[src/rtl/kfps2kb_event_decoder.sv]
// PS/2 set-2 scan byte consumer: folds prefix bytes into key events
// and queues them for the host on a show-ahead valid/ready FIFO.
module kfps2kb_event_decoder #(
   parameter  int FIFO_DEPTH = 8,
   localparam int CW         = $clog2(FIFO_DEPTH) + 1
) (
   input  logic          clock,
   input  logic          reset_n,
   input  logic          irq,
   input  logic [7:0]    keycode,
   output logic          clear_keycode,
   output logic          event_valid,
   input  logic          event_ready,
   output logic [7:0]    event_code,
   output logic          event_break,
   output logic          event_extended,
   output logic          event_error,
   output logic [CW-1:0] fifo_count,
   output logic          overflow,
   input  logic          clear_overflow
);

   localparam int AW = $clog2(FIFO_DEPTH);

   localparam logic [7:0] K_E0    = 8'hE0;
   localparam logic [7:0] K_F0    = 8'hF0;
   localparam logic [7:0] K_E1    = 8'hE1;
   localparam logic [7:0] K_ERR   = 8'hFF;
   localparam logic [7:0] K_PAUSE = 8'h77;

   typedef enum logic [2:0] {
      S_IDLE,
      S_E0,
      S_F0,
      S_E0F0,
      S_PAUSE
   } state_t;

   typedef struct packed {
      logic       err;
      logic       brk;
      logic       ext;
      logic [7:0] code;
   } event_t;

   state_t        state, nxt_state;
   logic [2:0]    cnt, nxt_cnt;
   logic [7:0]    byte_q;
   logic          dec_push;
   event_t        dec_ev;
   event_t        head;
   event_t        mem [FIFO_DEPTH];
   logic [AW-1:0] rd_ptr, wr_ptr;
   logic          full, pop, push, drop;

   // clear_keycode doubles as "byte_q holds a fresh byte this cycle"
   always_ff @(posedge clock or negedge reset_n) begin
      if (!reset_n) begin
         clear_keycode <= 1'b0;
         byte_q        <= '0;
      end else begin
         clear_keycode <= irq & ~clear_keycode;
         if (irq & ~clear_keycode)
            byte_q <= keycode;
      end
   end

   always_comb begin
      dec_push   = 1'b0;
      dec_ev     = '0;
      dec_ev.code = byte_q;
      nxt_state  = state;
      nxt_cnt    = cnt;
      if (clear_keycode) begin
         if (byte_q == K_ERR) begin
            dec_push   = 1'b1;
            dec_ev.err = 1'b1;
            nxt_state  = S_IDLE;
            nxt_cnt    = '0;
         end else begin
            unique case (state)
               S_IDLE: begin
                  unique case (1'b1)
                     byte_q == K_E0: nxt_state = S_E0;
                     byte_q == K_F0: nxt_state = S_F0;
                     byte_q == K_E1: begin
                        nxt_state = S_PAUSE;
                        nxt_cnt   = 3'd7;
                     end
                     default: dec_push = 1'b1;
                  endcase
               end
               S_E0: begin
                  unique case (1'b1)
                     byte_q == K_F0: nxt_state = S_E0F0;
                     byte_q == K_E0: nxt_state = S_E0;
                     default: begin
                        dec_push   = 1'b1;
                        dec_ev.ext = 1'b1;
                        nxt_state  = S_IDLE;
                     end
                  endcase
               end
               S_F0: begin
                  dec_push   = 1'b1;
                  dec_ev.brk = 1'b1;
                  nxt_state  = S_IDLE;
               end
               S_E0F0: begin
                  dec_push   = 1'b1;
                  dec_ev.brk = 1'b1;
                  dec_ev.ext = 1'b1;
                  nxt_state  = S_IDLE;
               end
               S_PAUSE: begin
                  // the seven trailing pause bytes collapse to one event
                  if (cnt <= 3'd1) begin
                     dec_push    = 1'b1;
                     dec_ev.ext  = 1'b1;
                     dec_ev.code = K_PAUSE;
                     nxt_state   = S_IDLE;
                     nxt_cnt     = '0;
                  end else begin
                     nxt_cnt = cnt - 3'd1;
                  end
               end
               default: begin
                  nxt_state = S_IDLE;
                  nxt_cnt   = '0;
               end
            endcase
         end
      end
   end

   always_ff @(posedge clock or negedge reset_n) begin
      if (!reset_n) begin
         state <= S_IDLE;
         cnt   <= '0;
      end else begin
         state <= nxt_state;
         cnt   <= nxt_cnt;
      end
   end

   assign full        = fifo_count == CW'(FIFO_DEPTH);
   assign event_valid = fifo_count != '0;
   assign pop         = event_valid & event_ready;
   assign push        = dec_push & (~full | pop);
   assign drop        = dec_push & full & ~pop;

   always_ff @(posedge clock) begin
      if (push)
         mem[wr_ptr] <= dec_ev;
   end

   always_ff @(posedge clock or negedge reset_n) begin
      if (!reset_n) begin
         rd_ptr     <= '0;
         wr_ptr     <= '0;
         fifo_count <= '0;
      end else begin
         if (push)
            wr_ptr <= wr_ptr + AW'(1);
         if (pop)
            rd_ptr <= rd_ptr + AW'(1);
         unique case ({push, pop})
            2'b10:   fifo_count <= fifo_count + CW'(1);
            2'b01:   fifo_count <= fifo_count - CW'(1);
            default: fifo_count <= fifo_count;
         endcase
      end
   end

   always_ff @(posedge clock or negedge reset_n) begin
      if (!reset_n)
         overflow <= 1'b0;
      else if (clear_overflow)
         overflow <= 1'b0;
      else if (drop)
         overflow <= 1'b1;
   end

   // storage is not reset, so the head is masked while empty
   assign head           = event_valid ? mem[rd_ptr] : '0;
   assign event_code     = head.code;
   assign event_break    = head.brk;
   assign event_extended = head.ext;
   assign event_error    = head.err;

endmodule

[config.mk]
export PLATFORM = sky130hd
export DESIGN_NAME = kfps2kb_event_decoder
export DESIGN_NICKNAME = d
export VERILOG_FILES = /design/src/rtl/kfps2kb_event_decoder.sv
export SDC_FILE = /design/constraint.sdc
export NUM_CORES = 1
export LEC_CHECK = 0
export CAP_MARGIN = 20
export CORE_MARGIN = 3
export CORE_UTILIZATION = 45
export CTS_BUF_LIST = sky130_fd_sc_hd__clkbuf_8
export CTS_CLUSTER_SIZE = 24
export DETAILED_ROUTE_END_ITERATION = 7
export GPL_ROUTABILITY_DRIVEN = 0
export GPL_TIMING_DRIVEN = 0
export PLACE_DENSITY_LB_ADDON = 0.3
export SLEW_MARGIN = 15
export SYNTH_ARGS = -nofsm -noshare
export SYNTH_HDL_FRONTEND = slang
export SYNTH_SLANG_ARGS = --single-unit
[constraint.sdc]
create_clock -name clock -period 2.78 [get_ports clock]
set_clock_uncertainty 0.05 [all_clocks]
set_input_delay 0.556 -clock clock [delete_from_list [all_inputs] [get_ports clock]]
set_output_delay 0.556 -clock clock [all_outputs]
set_load 0.01 [all_outputs]
-- Word level (Yosys, flattened, before mapping)
Memory sizes are Yosys's and may differ from the RTL's.
Index checks and enable logic that the tools add are counted.
- bits in registers: 26
- latch bits: 0
- RAM bits: 88
- memory bits (read-only): 0
- bits of input ports: 13
- output and inout port bits: 18
- word-level logic and storage cells: 77
- memories: 1
- memory list (memory ; depth ; bits a word ; read ports ; clocked after memory_dff ; wr ports ; line ; RTL):
    mem ; 8 ; 11 ; 1 ; 0 ; 1 ; 52 ; event_t mem [FIFO_DEPTH];
- add/sub/neg operators: 5
- multiply operators: 0
- div/mod/pow operators: 0
- magnitude comparators: 1
- eq/ne operators: 15
- shift operators: 0
- muxes and demuxes: 28
- bitwise logic cells: 9
- reductions and logical operators: 10
- operators by type and width (kind ; number):
    8-bit equality test (second input constant) ; 4
    3-bit one-hot mux with 3 select lines ; 3
    11-bit 2-to-1 mux ; 2
    3-bit 2-to-1 mux ; 5
    1-bit 2-to-1 mux ; 11
    10-bit 2-to-1 mux ; 1
    9-bit 2-to-1 mux ; 1
    8-bit 2-to-1 mux ; 1
    4-bit one-hot mux with 2 select lines ; 1
    3-bit by 1-bit adder with 3-bit output (second input constant) ; 2
    3-bit by 2-bit equality test with 1-bit output (second input constant) ; 2
    3-bit != test (second input constant) ; 2
    3-bit AND reduction ; 2
    3-bit OR reduction ; 2
    1-bit AND ; 5
    5-bit != test (second input constant) ; 1
    4-bit by 1-bit adder with 4-bit output (second input constant) ; 1
    4-bit equality test (second input constant) ; 1
    1-bit one-hot mux with 4 select lines ; 1
    2-bit one-hot mux with 2 select lines ; 1
    2-bit nonzero test ; 2
    4-bit nonzero test ; 1
    2-bit OR reduction ; 2
    4-bit by 1-bit subtractor with 4-bit output (second input constant) ; 1
    other kinds (11) ; 13

-- Logic depth before layout (Yosys ltp)
- depth after elaboration: 10
- depth in mapped cells: 13
- mapped depth without buffers: 12

-- Worst setup path after synthesis
No wires, ideal clock.
- kind: reg-to-reg
- start point: register state[2]
- end point: memory mem[2][0] (netlist name) (enable)
- setup time: 0.412 ns
- arrival: 2.520 ns
- required time: 2.318 ns
- path slack: -0.203 ns
- cell stages (with the launch flop): 7
- buffers on the path: 1
- clock period less this slack: 2.983 ns
- cells stage by stage: dfrtp_1 -> buf_2 -> nor3_1 -> a221oi_2 -> a21boi_2 -> nand2_1 -> nor4b_1
- cells in the longest elaborated chain, start to end: 8
- elaborated cells on any way between the ends: 12
- those cells by class: 4 x eq/ne; 5 x mux; 1 x bitwise; 2 x reduce/logical
- ends and longest elaborated chain (element ; line ; RTL):
    start: declaration ; 46 ; state_t state, nxt_state;
    start signal: assignment ; 141 ; state <= nxt_state;
    3-bit by 2-bit equality test with 1-bit output ; 81 ; unique case (state)
    2-bit OR reduction (no line) ; - ;
    1-bit one-hot mux with 4 select lines (*) ; 81 ;
    1-bit 2-to-1 mux (*) ; 75 ; if (byte_q == K_ERR) begin
    1-bit 2-to-1 mux (*) ; 74 ; if (clear_keycode) begin
    1-bit AND (*) ; 149 ; assign push = dec_push & (~full | pop);
    1-bit 2-to-1 mux (*) ; 153 ; if (push)
    1-bit 2-to-1 mux (not written as such) (*) ; 154 ; mem[wr_ptr] <= dec_ev;
    end: declaration ; 52 ;
Mark *: on every way between the ends. The rest lies on a longest branch, timed or not.

-- Worst setup path after layout
- start point: register byte_q[3]
- end point: register fifo_count[3]
- cells in the longest elaborated chain, start to end: 9
- elaborated cells on any way between the ends: 16
- those cells by class: 6 x eq/ne; 6 x mux; 1 x bitwise; 3 x reduce/logical
- ends and longest elaborated chain (element ; line ; RTL):
    start: declaration ; 48 ; logic [7:0] byte_q;
    start signal: assignment ; 64 ; byte_q <= keycode;
    8-bit equality test (on tied branches) ; - ;
    3-bit OR reduction (no line) or 2-bit OR reduction (tied branches) ; - ;
    1-bit 2-to-1 mux (on tied branches) ; 83, 94 ;
    1-bit one-hot mux with 4 select lines ; 81 ;
    1-bit 2-to-1 mux (*) ; 75 ;
    1-bit 2-to-1 mux (*) ; 74 ;
    1-bit AND (*) ; 149 ;
    2-bit by 1-bit equality test with 1-bit output or 2-bit equality test (tied branches) ; 167 ; unique case ({push, pop})
    4-bit one-hot mux with 2 select lines or 2-bit nonzero test (tied branches) ; - ;
    end signal: assignment ; 168 ; 2'b10: fifo_count <= fifo_count + CW'(1);
    end signal: assignment ; 169 ; 2'b01: fifo_count <= fifo_count - CW'(1);
    end signal: assignment ; 170 ; default: fifo_count <= fifo_count;
    end: declaration ; 18 ; output logic [CW-1:0] fifo_count,
Marks and branches as above.
A chain may end at the register's enable or synchronous reset.

==> flow_summary.toml <==
[synthesis]
yosysTopAreaCell = "edfxtp_1"
synthDistinctLibCells = 46
seq_area_frac_synth_pct = 67.0
synth_flop_cell = "edfxtp_1"
synthTopCellsByCount = "edfxtp_1, dfrtp_1, mux4_2"
ys_seq_elements = 114
synthMostInstantiatedCell = "edfxtp_1"
syn_inst = 309
synth_top_area_share_pct = 53.7
yosysWarnings = 0
synth.top_cells.by_area = "edfxtp_1, dfrtp_1, mux4_2"
ys_async_sr_fraction_pct = 22.8
postSynthAreaPerCell_um2 = 15.9
synth_edf_count = 88
synth_area_um2 = 4920
syn_nets = 328

[critical_path]
worstReg2RegStart = "byte_q[3]$_DFFE_PN0P_"
critPathKind = "reg2reg"
critPathTopFamily = "simple AND/OR/NAND/NOR gates"
arrival_ns = 3.22
reg2reg_depth = 13
r2r_slack_ns = -0.13
required_ns = 3.09
worstPathCellList = "nor3_2 > nand3b_1 > a221oi_2 > a21boi_2 > buf_6 > or2_4 > inv_4 > ha_4 > a21o_1 > a21oi_2 > nand2_1 > or4_1 > nand4_1"
critPathMaxStageDelay_ns = 0.42
cp-end-kind = "register"
regToRegEndpoint = "fifo_count[3]$_DFFE_PN0P_"
slowest_stage = "dfrtp_1"
worstPathBufferInverterCount = 2
path_max_fanout = 4
setup.worst_path.start_class = "register"

[detailed_routing]
drt-initial-drc-count = 171
drtAntennaViolNets = 0
firstDrtPassIters = 4
routedWlPerCell_um = 18.7
vias = 2945
vias_per_cell = 5.37
drc = 0
totalWireLength_um = 10200

[sta]
worst_pin_slew_ns = 0.887
rsz0062_at_grt = "true"
finalCriticalPeriod_ns = 2.91
hold_slack_ns = 0.0923
tns_ns = -0.211
clock.fmax_ghz = 0.343
slew_violations = 0
slew_headroom_pct = 40.4
final_hold_viol_count = 0
setup_viol = 2
layout_setup_ws_ns = -0.133
post-route-period-util_pct = 105

[run_status]
status = "complete, but fails checks"
violations = "setup timing"

[floorplan]
ios = 31
start_util_pct = 47.0
core_um2 = 10500
fp-row-count = 37
die_h_um = 111
dieArea_um2 = 12200
die_x_um = 111

[clock_network]
cts_root_buf = "clkbuf_8"
clkTransAtPathRegs_ns = 0.07
clk_latency_ns = 0.42
hold_buffers = 0
cts_tree = "yes"
cts_buffers = 17
clk_path_buf_depth = 2
h-tree-depth = 4
cts.sinks = 114

[finish]
utilization_pct = 60.7
drive_above_1_share_pct = 34.0
final_cells = 548
synthToLayoutAreaGrowth_pct = 29.2
num-fill-cells = 818
nets = 418
n_antenna_cell = 0

[power_and_ir_drop]
powerDensity_nw_per_um2 = 934
p_leak_nw = 2.39
vdd_ir_drop_max_mv = 0.407

[global_route]
grt_pass1_vias = 2961
antenna_found_initial = 0
track_usage_pct = 17.0
overflow = 0
grt_pass1_wl_um = 16000
grt_max_degree = 27

[place]
numPortBuffers = 30
placedCellCount = 481
dpl.hpwl_um = 6730

[min_path]
min_path_type = "in2async"

[run]
maxCapViolCount = 0
-- how the worst max path moves through the flow --
| stage | start | endpoint | cells past startpoint |
|---|---|---|---|
| global route | byte_q[3]$_DFFE_PN0P_ | fifo_count[3]$_DFFE_PN0P_ | 13 |
| floorplan | byte_q[1]$_DFFE_PN0P_ | fifo_count[3]$_DFFE_PN0P_ | 13 |
| detailed placement | event_ready | fifo_count[3]$_DFFE_PN0P_ | 11 |
| CTS | byte_q[3]$_DFFE_PN0P_ | fifo_count[3]$_DFFE_PN0P_ | 13 |
| global placement | event_ready | mem[5][2]$_DFFE_PP_ | 5 |
| finish | byte_q[3]$_DFFE_PN0P_ | fifo_count[3]$_DFFE_PN0P_ | 13 |
-- timing repair --
action,CTS,global route
resized for setup,40,17
pin swaps,10,6
gates cloned,0,2
endpoints found under the setup margin,67,20
buffers inserted,22,12
endpoints found under the hold margin,0,0
-- where the power goes --
part / internal (mW) / switching (mW)
Sequential: 2.10 / 0.237
Clock: 0.784 / 0.664
Combinational: 1.17 / 0.968
-- per-layer routing --
metal / share of wire (%) / vias up / global-route usage (%)
met4: 1.2 / 0 / 4.93
met2: 51 / 67 / 27.5
met5: 0 / - / 0
met3: 3.6 / 9 / 4.38
li1: - / 1378 / -
met1: 44 / 1491 / 22.7
-- layout make-up --
type | count | area (µm²) | share of cell area [%]
plain buffers | 12 | 124 | 1.95
inverters | 14 | 55.1 | 0.867
multi-input cells | 168 | 1660 | 26.1
flip-flops and latches | 114 | 3290 | 51.9
clock buffers | 17 | 234 | 3.68
well taps | 136 | 170 | 2.68
clock inverters | 15 | 145 | 2.29
repair buffers | 72 | 668 | 10.5
-- flip-flops by register name (all words and copies together) (netlist names) --
| name | count |
|---|---|
| fifo_count | 4 |
| byte_q | 8 |
| cnt | 3 |
| overflow | 1 |
| clear_keycode | 1 |
| mem | 88 |
| rd_ptr | 3 |
| wr_ptr | 3 |
| state | 3 |
-- cells in the final DEF (no fill, tap or decap), types with 3 or more instances in the layout --
master	netlist	routed
mux2_2	10	10
a21oi_1	7	6
ha_1	5	4
a21o_1	3	3
buf_4	1	33
inv_1	14	14
clkdlybuf4s50_1	0	18
o21ai_0	9	9
edfxtp_1	88	88
mux4_2	22	22
buf_6	0	7
nor3_1	7	5
clkbuf_1	7	3
nor2_1	20	17
clkinv_4	0	3
nand3b_1	4	4
mux2i_1	12	11
buf_12	0	3
clkdlybuf4s15_1	0	7
clkinvlp_4	0	5
dfrtp_1	26	25
clkbuf_8	0	20
xnor2_1	4	4
nand2b_1	7	7
nand2_1	16	15
nand3_1	8	7
-- per-stage QoR --
| stage | setup WS [ns] | cell area, µm² | total power [mW] |
|---|---|---|---|
| floorplan | 0.00244 | 4950 | 3.46 |
| global placement | -1.19 | 5420 | 4.11 |
| detailed placement | -0.506 | 5530 | 4.24 |
| CTS | -0.123 | 6180 | 5.81 |
| global route | -0.258 | 6350 | 6.25 |
| finish | -0.133 | 6350 | 5.93 |
-- cells by family (layout without fill, tap and decap cells) --
group | after synthesis | in the layout | synth area share, %
compound gates | 32 | 32 | 4.76
xor+xnor | 6 | 6 | 1.07
fa+ha+maj | 6 | 6 | 1.68
buf+inv | 27 | 130 | 2.21
flops | 114 | 114 | 67.0
mux | 44 | 44 | 14.8
simple gates | 80 | 80 | 8.50
Power figures use the tool's default switching activity.
